**src/rtl/fmul_issue.sv**
```systemverilog
// Issue stage in front of the FP multiplier: holds operands for the whole
// operation, runs the order/accepted/done handshake and presents the product.
module fmul_issue #(
  parameter int TAG_W    = 5,
  parameter int MAX_WAIT = 8
) (
  input  logic             clk,
  input  logic             rst,
  input  logic             flush,
  input  logic             in_valid,
  output logic             in_ready,
  input  logic [31:0]      in_rs1,
  input  logic [31:0]      in_rs2,
  input  logic [TAG_W-1:0] in_tag,
  output logic             u_order,
  input  logic             u_accepted,
  input  logic             u_done,
  output logic [31:0]      u_rs1,
  output logic [31:0]      u_rs2,
  input  logic [31:0]      u_rd,
  output logic             out_valid,
  input  logic             out_ready,
  output logic [31:0]      out_data,
  output logic [TAG_W-1:0] out_tag,
  output logic             busy,
  output logic             err
);

  localparam int CNT_W = $clog2(MAX_WAIT + 1);
  localparam logic [CNT_W-1:0] CNT_LAST = CNT_W'(MAX_WAIT - 1);
  localparam logic [CNT_W-1:0] CNT_MAX  = CNT_W'(MAX_WAIT);

  typedef enum logic [2:0] {
    S_IDLE,
    S_ISSUE,
    S_WAIT,
    S_DRAIN,
    S_OUT
  } state_t;

  state_t state, state_nxt;

  logic [31:0]      rs1_q, rs2_q, data_q;
  logic [TAG_W-1:0] tag_q;
  logic [CNT_W-1:0] cnt;
  logic             accept, capture, cnt_clr, expire;

  assign in_ready  = ~flush & ((state == S_IDLE) | ((state == S_OUT) & out_ready));
  assign accept    = in_valid & in_ready;
  assign u_order   = (state == S_ISSUE);
  assign out_valid = (state == S_OUT);
  assign busy      = (state != S_IDLE);
  assign u_rs1     = rs1_q;
  assign u_rs2     = rs2_q;
  assign out_data  = data_q;
  assign out_tag   = tag_q;

  always_ff @(posedge clk) begin
    if (rst) state <= S_IDLE;
    else     state <= state_nxt;
  end

  always_comb begin
    state_nxt = state;
    capture   = 1'b0;
    cnt_clr   = 1'b0;
    expire    = 1'b0;
    case (state)
      S_IDLE: begin
        if (accept) state_nxt = S_ISSUE;
      end
      S_ISSUE: begin
        // once the unit has taken the order it will produce a done we must absorb
        if (u_accepted) begin
          cnt_clr   = 1'b1;
          state_nxt = flush ? S_DRAIN : S_WAIT;
        end else if (flush) begin
          state_nxt = S_IDLE;
        end
      end
      S_WAIT: begin
        if (flush) begin
          state_nxt = u_done ? S_IDLE : S_DRAIN;
        end else if (u_done) begin
          capture   = 1'b1;
          state_nxt = S_OUT;
        end else if (cnt >= CNT_LAST) begin
          expire    = 1'b1;
          state_nxt = S_IDLE;
        end
      end
      S_DRAIN: begin
        if (u_done) begin
          state_nxt = S_IDLE;
        end else if (cnt >= CNT_LAST) begin
          expire    = 1'b1;
          state_nxt = S_IDLE;
        end
      end
      S_OUT: begin
        if (flush)          state_nxt = S_IDLE;
        else if (out_ready) state_nxt = accept ? S_ISSUE : S_IDLE;
      end
      default: state_nxt = S_IDLE;
    endcase
  end

  always_ff @(posedge clk) begin
    if (rst) begin
      rs1_q <= '0;
      rs2_q <= '0;
      tag_q <= '0;
    end else if (accept) begin
      rs1_q <= in_rs1;
      rs2_q <= in_rs2;
      tag_q <= in_tag;
    end
  end

  always_ff @(posedge clk) begin
    if (rst)          data_q <= '0;
    else if (capture) data_q <= u_rd;
  end

  // watchdog counter saturates so a long DRAIN can never wrap past the limit
  always_ff @(posedge clk) begin
    if (rst)
      cnt <= '0;
    else if (cnt_clr)
      cnt <= '0;
    else if (((state == S_WAIT) || (state == S_DRAIN)) && (cnt != CNT_MAX))
      cnt <= cnt + CNT_W'(1);
  end

  always_ff @(posedge clk) begin
    if (rst)         err <= 1'b0;
    else if (expire) err <= 1'b1;
  end

endmodule

```
**config.mk**
```make
export PLATFORM = sky130hd
export DESIGN_NAME = fmul_issue
export DESIGN_NICKNAME = d
export VERILOG_FILES = /design/src/rtl/fmul_issue.sv
export SDC_FILE = /design/constraint.sdc
export NUM_CORES = 1
export LEC_CHECK = 0
export ABC_AREA = 1
export BUFFER_PORTS_ARGS = -buffer_cell sky130_fd_sc_hd__buf_4
export CORE_MARGIN = 2
export CORE_UTILIZATION = 40
export CTS_BUF_LIST = sky130_fd_sc_hd__clkbuf_8
export DETAILED_ROUTE_END_ITERATION = 6
export HOLD_SLACK_MARGIN = 0.03
export PLACE_DENSITY = 0.85
export SLEW_MARGIN = 20
export SYNTH_ARGS = -nofsm -noshare
export SYNTH_HDL_FRONTEND = slang
export SYNTH_SLANG_ARGS = --single-unit
```
**constraint.sdc**
```tcl
create_clock -name clk -period 1.4 [get_ports clk]
set_input_delay 0.14 -clock clk [delete_from_list [all_inputs] [get_ports clk]]
set_output_delay 0.14 -clock clk [all_outputs]
set_load 0.005 [all_outputs]
```
==> results of run 1 <==
==> cell families after synthesis <==
kind of cell,after synthesis
XOR/XNOR,1
AND/OR/NAND/NOR,242
buffers and inverters,53
AO/OA/AOI/OAI,114
flip-flops,109
adder cells (fa/ha/maj),2
==> metrics by stage <==
stage	worst slack [ns]	area, sq um	util, %	instances
2_1_floorplan	0.0644	4110	-	521
3_3_place_gp	0.00457	5850	57.7	844
3_5_place_dp	-0.0678	5850	57.7	844
4_1_cts	-0.0720	6350	62.6	883
5_1_grt	-0.125	6760	66.7	909
6_report	-0.0521	6760	66.7	909
==> Yosys cell counts <==
master	number	area share, %
sky130_fd_sc_hd__dfxtp_1	109	53
sky130_fd_sc_hd__nand2_1	82	7.5
sky130_fd_sc_hd__nand3_1	78	9.5
sky130_fd_sc_hd__a21oi_1	77	9.4
sky130_fd_sc_hd__nor2_1	72	6.6
sky130_fd_sc_hd__o21ai_0	33	4.0
sky130_fd_sc_hd__clkbuf_1	22	2.0
sky130_fd_sc_hd__buf_2	13	1.6
sky130_fd_sc_hd__inv_1	11	1.0
sky130_fd_sc_hd__buf_6	5	1.4
sky130_fd_sc_hd__nor2_4	4	1.1
sky130_fd_sc_hd__ha_1	2	0.61
sky130_fd_sc_hd__inv_2	2	0.18
sky130_fd_sc_hd__nor3_1	2	0.24
sky130_fd_sc_hd__o21a_1	2	0.36
sky130_fd_sc_hd__a211oi_1	1	0.18
sky130_fd_sc_hd__a31oi_1	1	0.15
sky130_fd_sc_hd__nand2_2	1	0.15
sky130_fd_sc_hd__nand3b_1	1	0.18
sky130_fd_sc_hd__nand4_1	1	0.15
sky130_fd_sc_hd__nand4_4	1	0.52
sky130_fd_sc_hd__xor2_1	1	0.21
==> worst paths after layout <==
| check | startpoint | end | cells past startpoint | slack (ns) |
|---|---|---|---|---|
| setup / recovery | state[1]$_SDFFE_PP0P_ | in_ready | 5 | -0.05 |
| hold / removal | in_rs1[21] | u_rs1[21]$_SDFFE_PP0P_ | 3 | 0.04 |
| setup reg to reg | state[1]$_SDFFE_PP0P_ | u_rs2[1]$_SDFFE_PP0P_ | 8 | -0.04 |
| hold reg to reg | u_rs1[20]$_SDFFE_PP0P_ | u_rs1[20]$_SDFFE_PP0P_ | 2 | 0.46 |
==> per-layer routing <==
metal | share of wire (%) | vias to the layer above
met2 | 51 | 262
met1 | 38 | 2218
met3 | 8.5 | 28
met4 | 2.1 | 0
li1 | - | 2231
met5 | 0 | -
==> tightest hold or removal path, delay by kind of cell <==
family          cells  cell delay, ns
compound gates      1            0.06
simple gates        1            0.06
buf+inv             1            0.11
==> layout by cell type, fill, tap and decap left out, types with 5 or more instances in the layout <==
| master | count |
|---|---|
| sky130_fd_sc_hd__a21oi_1 | 77 |
| sky130_fd_sc_hd__buf_12 | 6 |
| sky130_fd_sc_hd__buf_4 | 231 |
| sky130_fd_sc_hd__buf_6 | 9 |
| sky130_fd_sc_hd__clkbuf_16 | 6 |
| sky130_fd_sc_hd__clkbuf_8 | 11 |
| sky130_fd_sc_hd__dfxtp_1 | 104 |
| sky130_fd_sc_hd__dlygate4sd3_1 | 19 |
| sky130_fd_sc_hd__inv_1 | 10 |
| sky130_fd_sc_hd__nand2_1 | 79 |
| sky130_fd_sc_hd__nand3_1 | 78 |
| sky130_fd_sc_hd__nor2_1 | 71 |
| sky130_fd_sc_hd__nor2_4 | 5 |
| sky130_fd_sc_hd__o21ai_0 | 33 |
==> where the power goes <==
group	total, W	switching (W)	leakage [nW]	internal [W]
sequential	0.00333	0.0000877	0.889	0.00324
clock	0.00212	0.00103	0.121	0.00110
combinational	0.00150	0.000688	1.96	0.000807
total	0.00695	0.00180	2.97	0.00515
==> final cells by class <==
type                    instances  area (sq um)  share of cell area, %
clock buffers                  11           151                   2.24
clock inverters                 5          73.8                   1.09
inverters                      13          53.8                  0.796
multi-input cells             360          1740                   25.7
flip-flops and latches        109          2190                   32.4
well taps                     136           170                   2.52
repair buffers                275          2380                   35.2
==> repair_timing <==
action,in CTS,in global routing
hold endpoints to repair,18,1
resized for setup,10,23
setup endpoints to repair,29,106
pin swaps,1,3
cloned,2,13
setup buffers,3,13
hold buffers,18,1
==> flip-flops by register name, indices dropped and copies added (netlist names) <==
signal and count:
err 1, cnt 4, state 3, out_data 32, u_rs1 32, out_tag 5, u_rs2 32
==> impl_metrics.xml, run 1 <==
<?xml version="1.0" encoding="UTF-8"?>
<metrics>
  <group name="critical_path">
    <metric name="cp_num_buf_inv" unit="">2</metric>
    <metric name="timing.critical_path.cells" unit="">nor2_4 -&gt; nand2_2 -&gt; nor2_4 -&gt; buf_12 -&gt; buf_4</metric>
    <metric name="cp.arrival" unit="ns">1.31</metric>
    <metric name="endpoint_kind" unit="">primary output</metric>
    <metric name="crit_path_frequent_cell" unit="">sky130_fd_sc_hd__nor2_4</metric>
    <metric name="timing.critical_path.slowest_cell_delay" unit="ns">0.36</metric>
    <metric name="timing.setup.critical_path_class" unit="">reg2out</metric>
    <metric name="worst-path-max-fanout" unit="">4</metric>
    <metric name="worst-endpoint-required" unit="ns">1.26</metric>
    <metric name="critPathTopFamily" unit="">simple AND/OR/NAND/NOR gates</metric>
    <metric name="cp_slowest_cell" unit="">sky130_fd_sc_hd__dfxtp_2</metric>
    <metric name="startpoint_type" unit="">flop</metric>
  </group>
  <group name="detailed_routing">
    <metric name="drc" unit="">0</metric>
    <metric name="drt_first_pass_iters" unit="">5</metric>
    <metric name="detail_route.iter0.violations" unit="">331</metric>
    <metric name="routed_wire_length_per_instance" unit="um">16.6</metric>
    <metric name="postRouteAntennaNets" unit="">0</metric>
    <metric name="detail_route.vias_per_cell" unit="">5.21</metric>
    <metric name="route.final.wire_length" unit="um">15100</metric>
    <metric name="detailroute.via_count" unit="">4739</metric>
  </group>
  <group name="cells_and_area">
    <metric name="final_layout_size_suffix_gt1_share" unit="%">37.8</metric>
    <metric name="num-fill-cells" unit="">790</metric>
    <metric name="areaGrowthSynthToFinish" unit="%">64.4</metric>
    <metric name="diodes" unit="">0</metric>
    <metric name="final_nets" unit="">878</metric>
  </group>
  <group name="outcome">
    <metric name="violations" unit="">negative setup slack</metric>
    <metric name="result_of_the_run" unit="">complete, but fails checks</metric>
  </group>
  <group name="die">
    <metric name="design.core.area" unit="sq um">10100</metric>
    <metric name="fp.dieH" unit="um">105</metric>
    <metric name="initial_core_util" unit="%">40.6</metric>
    <metric name="die-width" unit="um">105</metric>
    <metric name="die_area" unit="sq um">11100</metric>
    <metric name="io-pin-count" unit="">214</metric>
    <metric name="standard_cell_rows" unit="">37</metric>
  </group>
  <group name="clocking">
    <metric name="cts_htree_levels" unit="">3</metric>
    <metric name="worst_setup_hold_path_clk_slew" unit="ns">0.10</metric>
    <metric name="cts_sinks" unit="">109</metric>
    <metric name="cts_max_path_buffers" unit="">2</metric>
    <metric name="cts_inserted_buffers" unit="">9</metric>
    <metric name="ctsRootBufferMaster" unit="">sky130_fd_sc_hd__clkbuf_8</metric>
    <metric name="clock_latency" unit="ns">0.36</metric>
    <metric name="cts_tree" unit="">yes</metric>
  </group>
  <group name="yosys">
    <metric name="yosysWarningCount" unit="">0</metric>
    <metric name="combinational_family_with_the_most_area_after_synthesis" unit="">simple AND/OR/NAND/NOR gates</metric>
    <metric name="ys_seq_elements" unit="">109</metric>
    <metric name="synth-compound-area-share" unit="%">14.1</metric>
    <metric name="post_synthesis_cell_area" unit="sq um">4110</metric>
    <metric name="post_synth_and_or_nand_nor_area_fraction" unit="%">25.9</metric>
    <metric name="seq_area_frac_synth" unit="%">53.1</metric>
    <metric name="synthAdderAreaFrac" unit="%">0.608</metric>
    <metric name="xor_xnor_cell_area_share_of_the_yosys_netlist" unit="%">0.213</metric>
    <metric name="postSynthNetCount" unit="">631</metric>
    <metric name="postSynthCellCount" unit="">521</metric>
    <metric name="avgSynthCellArea" unit="sq um">7.89</metric>
    <metric name="synth.lib_cells_used.distinct" unit="">22</metric>
    <metric name="post_synth_mux_area_share" unit="%">0</metric>
  </group>
  <group name="run">
    <metric name="max-cap-violations" unit="">0</metric>
  </group>
  <group name="sta">
    <metric name="postLayoutSetupSlackWorst" unit="ns">-0.0521</metric>
    <metric name="rsz0062_at_grt" unit="">true</metric>
    <metric name="final_max_slew_viol_count" unit="">0</metric>
    <metric name="period_share" unit="%">104</metric>
    <metric name="hold_violations" unit="">0</metric>
    <metric name="maxSlewHeadroom" unit="%">78.7</metric>
    <metric name="maxClockFrequency" unit="MHz">689</metric>
    <metric name="finalSetupViolations" unit="">45</metric>
    <metric name="fin_setup_tns" unit="ns">-0.800</metric>
    <metric name="worst-slew-pin-transition" unit="ns">0.319</metric>
    <metric name="finClkSkew" unit="ns">0.00935</metric>
    <metric name="worst_hold_slack" unit="ns">0.0437</metric>
    <metric name="final_period_minus_worst_setup_slack" unit="ns">1.45</metric>
  </group>
  <group name="power_and_ir_drop">
    <metric name="total_power" unit="W">0.00695</metric>
    <metric name="power_density" unit="nW/um^2">1030</metric>
    <metric name="power.leakage" unit="nW">2.97</metric>
    <metric name="ir_worst_vdd" unit="mV">0.650</metric>
  </group>
  <group name="placement">
    <metric name="total_of_buffers_placed_on_input_and_output_ports" unit="">213</metric>
    <metric name="gp_congestion" unit="">0.862</metric>
    <metric name="detailedPlacementHpwl" unit="um">8510</metric>
  </group>
  <group name="hold_path">
    <metric name="holdCritPathClass" unit="">in2reg</metric>
  </group>
  <group name="global_routing">
    <metric name="number_of_antenna_violations_at_the_first_check_in_global_routing" unit="">0</metric>
    <metric name="top_usage_layer" unit="">met2</metric>
    <metric name="grt_util_met2" unit="%">40.3</metric>
    <metric name="vias_in_the_first_global_route" unit="">4349</metric>
    <metric name="grt_use_met1" unit="%">25.4</metric>
    <metric name="wire_length_of_the_first_global_routing_pass" unit="um">20400</metric>
    <metric name="grt_max_degree" unit="">73</metric>
    <metric name="groute.usage.overall" unit="%">22.6</metric>
    <metric name="overflow" unit="">0</metric>
    <metric name="grtUsageMet3" unit="%">6.18</metric>
  </group>
</metrics>
Note: power is estimated with default switching activity, not from simulation.
==> run 2: changes to the inputs <==
--- a/config.mk
+++ b/config.mk
@@ -12,8 +12,8 @@
 export CTS_BUF_LIST = sky130_fd_sc_hd__clkbuf_8
 export DETAILED_ROUTE_END_ITERATION = 6
 export HOLD_SLACK_MARGIN = 0.03
-export PLACE_DENSITY = 0.85
-export SLEW_MARGIN = 20
+export PLACE_DENSITY = 0.82
+export SLEW_MARGIN = 15
 export SYNTH_ARGS = -nofsm -noshare
 export SYNTH_HDL_FRONTEND = slang
 export SYNTH_SLANG_ARGS = --single-unit
==> constraint.sdc (replaced) <==
create_clock -name clk -period 1.5 [get_ports clk]
set_input_delay 0.15 -clock clk [delete_from_list [all_inputs] [get_ports clk]]
set_output_delay 0.15 -clock clk [all_outputs]
set_load 0.005 [all_outputs]
==> run 2 against run 1 <==
The flow now finishes without violations. Setup slack better by 0.14 ns. Sequential share of layout area is 2.2 points higher. Flip-flop and latch count stayed put. First-iteration DRC count is 9.1% higher. Cell area is 6.7% lower. Via count is 5.7% lower. Count of clock-buffer cells in the layout is 2 lower. Clock skew is 0.0034 ns higher. Cell count is 3.3% lower. Register-to-register slack better by 0.14 ns. Critical path depth is 2 lower. Core utilization is 4.5 points lower. Largest cell class is now sequential cells.
==> impl_metrics.xml, run 2 (same netlist as run 1, synthesis figures left out) <==
<?xml version="1.0" encoding="UTF-8"?>
<metrics>
  <group name="clocking">
    <metric name="cts_max_path_buffers" unit="">2</metric>
    <metric name="cts_sinks" unit="">109</metric>
    <metric name="clock_latency" unit="ns">0.36</metric>
    <metric name="ctsRootBufferMaster" unit="">sky130_fd_sc_hd__clkbuf_8</metric>
    <metric name="cts_inserted_buffers" unit="">9</metric>
    <metric name="worst_setup_hold_path_clk_slew" unit="ns">0.10</metric>
    <metric name="cts_htree_levels" unit="">3</metric>
    <metric name="cts_tree" unit="">yes</metric>
  </group>
  <group name="die">
    <metric name="initial_core_util" unit="%">40.6</metric>
    <metric name="fp.dieH" unit="um">105</metric>
    <metric name="die_area" unit="sq um">11100</metric>
    <metric name="standard_cell_rows" unit="">37</metric>
    <metric name="io-pin-count" unit="">214</metric>
    <metric name="design.core.area" unit="sq um">10100</metric>
    <metric name="die-width" unit="um">105</metric>
  </group>
  <group name="sta">
    <metric name="rsz0062_at_grt" unit="">false</metric>
    <metric name="final_period_minus_worst_setup_slack" unit="ns">1.41</metric>
    <metric name="fin_setup_tns" unit="ns">0</metric>
    <metric name="hold_violations" unit="">0</metric>
    <metric name="finClkSkew" unit="ns">0.0128</metric>
    <metric name="period_share" unit="%">93.9</metric>
    <metric name="final_max_slew_viol_count" unit="">0</metric>
    <metric name="postLayoutSetupSlackWorst" unit="ns">0.0919</metric>
    <metric name="finalSetupViolations" unit="">0</metric>
    <metric name="worst-slew-pin-transition" unit="ns">0.309</metric>
    <metric name="maxSlewHeadroom" unit="%">79.4</metric>
    <metric name="maxClockFrequency" unit="MHz">710</metric>
  </group>
  <group name="cells_and_area">
    <metric name="final_layout_size_suffix_gt1_share" unit="%">34.9</metric>
    <metric name="layout.cells.most_common" unit="">sky130_fd_sc_hd__buf_4</metric>
    <metric name="final_nets" unit="">848</metric>
    <metric name="stdcell_count" unit="">879</metric>
    <metric name="layout.cells.most_common_list" unit="">sky130_fd_sc_hd__buf_4 (221), sky130_fd_sc_hd__dfxtp_1 (107), sky130_fd_sc_hd__nand2_1 (81)</metric>
    <metric name="areaGrowthSynthToFinish" unit="%">53.3</metric>
    <metric name="num-fill-cells" unit="">852</metric>
    <metric name="utilization" unit="%">62.2</metric>
    <metric name="diodes" unit="">0</metric>
  </group>
  <group name="power_and_ir_drop">
    <metric name="power.leakage" unit="nW">2.75</metric>
    <metric name="ir_worst_vdd" unit="mV">0.594</metric>
    <metric name="power_density" unit="nW/um^2">953</metric>
  </group>
  <group name="placement">
    <metric name="dp_cells" unit="">844</metric>
    <metric name="detailedPlacementHpwl" unit="um">8370</metric>
    <metric name="gp_congestion" unit="">0.819</metric>
    <metric name="total_of_buffers_placed_on_input_and_output_ports" unit="">213</metric>
    <metric name="dpl_worst_slack" unit="ns">0.00491</metric>
  </group>
  <group name="hold_path">
    <metric name="holdCritPathClass" unit="">in2reg</metric>
  </group>
  <group name="detailed_routing">
    <metric name="detail_route.iter0.violations" unit="">361</metric>
    <metric name="postRouteAntennaNets" unit="">0</metric>
    <metric name="route.final.wire_length" unit="um">12400</metric>
    <metric name="routed_wire_length_per_instance" unit="um">14.1</metric>
    <metric name="detailroute.via_count" unit="">4469</metric>
    <metric name="detail_route.vias_per_cell" unit="">5.08</metric>
    <metric name="drc" unit="">0</metric>
    <metric name="drt_first_pass_iters" unit="">7</metric>
  </group>
  <group name="critical_path">
    <metric name="crit_path_frequent_cell" unit="">sky130_fd_sc_hd__buf_4</metric>
    <metric name="worst-path-max-fanout" unit="">4</metric>
    <metric name="startpoint_type" unit="">flop</metric>
    <metric name="endpoint_kind" unit="">primary output</metric>
    <metric name="timing.critical_path.cells" unit="">buf_4 -&gt; nor3_2 -&gt; buf_4</metric>
    <metric name="timing.critical_path.slowest_cell_delay" unit="ns">0.35</metric>
    <metric name="worst-endpoint-required" unit="ns">1.35</metric>
    <metric name="cp_slowest_cell" unit="">sky130_fd_sc_hd__dfxtp_2</metric>
    <metric name="timing.setup.critical_path_class" unit="">reg2out</metric>
    <metric name="cp.arrival" unit="ns">1.26</metric>
  </group>
  <group name="global_routing">
    <metric name="overflow" unit="">0</metric>
    <metric name="grt_util_met2" unit="%">33.6</metric>
    <metric name="vias_in_the_first_global_route" unit="">4083</metric>
    <metric name="grt_max_degree" unit="">70</metric>
    <metric name="groute.usage.overall" unit="%">20.7</metric>
    <metric name="grt_use_met1" unit="%">25.5</metric>
    <metric name="wire_length_of_the_first_global_routing_pass" unit="um">19000</metric>
    <metric name="number_of_antenna_violations_at_the_first_check_in_global_routing" unit="">0</metric>
    <metric name="grtUsageMet3" unit="%">6.00</metric>
    <metric name="top_usage_layer" unit="">met2</metric>
  </group>
  <group name="run">
    <metric name="max-cap-violations" unit="">0</metric>
  </group>
  <group name="outcome">
    <metric name="result_of_the_run" unit="">completed</metric>
  </group>
</metrics>
-- run 2: cell count changes in the layout (fill, tap and decap cells not counted), sizes merged --
cell         delta
nand2           -1
clkinvlp        +1
dlygate4sd3     -4
buf            -21
clkbuf          -6
inv             +3
clkinv          -1
bufinv          -1
-- run 2: worst paths after layout --
kind              cells after the start                   start                   endpoint  slack (ns)
hold / removal                        3                u_rd[22]  out_data[22]$_SDFFE_PP0P_        0.05
setup reg to reg                      8   state[1]$_SDFFE_PP0P_      u_rs2[7]$_SDFFE_PP0P_        0.10
setup / recovery                      3   state[1]$_SDFFE_PP0P_                  out_valid        0.09
hold reg to reg                       2  u_rs1[18]$_SDFFE_PP0P_     u_rs1[18]$_SDFFE_PP0P_        0.47
-- run 2: what timing repair did --
item,CTS,global route
setup endpoints to repair,3,84
pin swaps,1,1
hold buffers,15,0
endpoints found under the hold margin,17,0
resized for setup,1,9
buffers inserted,1,1
cloned,0,2
-- run 2: layer usage --
layer,share of wire (%),vias to the layer above
met4,2.5,0
li1,-,2161
met2,48,217
met3,9.1,28
met5,0,-
met1,40,2063
-- run 2: per-stage QoR --
| stage | hold slack, ns | cell area, sq um | power (W) |
|---|---|---|---|
| after floorplan | 0.313 | 4110 | 0.00362 |
| after global placement | 0.376 | 5860 | 0.00414 |
| after detailed placement | 0.378 | 5860 | 0.00417 |
| after CTS | 0.0303 | 6220 | 0.00598 |
| after global routing | 0.0423 | 6310 | 0.00632 |
| final | 0.0455 | 6310 | 0.00601 |
-- run 2: worst max-delay path, delay by kind of cell, from the launching register on --
family,cells,cell delay [ns]
AND/OR/NAND/NOR,1,0.25
buffers and inverters,2,0.31
flip-flops,1,0.35
-- run 2: where the power goes --
group	internal [W]	leakage [nW]	total (W)	switching, W
combinational	0.000600	1.76	0.00112	0.000520
sequential	0.00303	0.887	0.00311	0.0000793
clock	0.000783	0.102	0.00178	0.00100
-- run 2: area by class of cell --
type                    instances  area [sq um]  area share (%)
repair buffers                246          2020            32.0
multi-input cells             359          1690            26.8
well taps                     136           170            2.70
flip-flops and latches        109          2180            34.6
clock inverters                 7          72.6            1.15
clock buffers                   9           124            1.96
inverters                      13          48.8           0.774
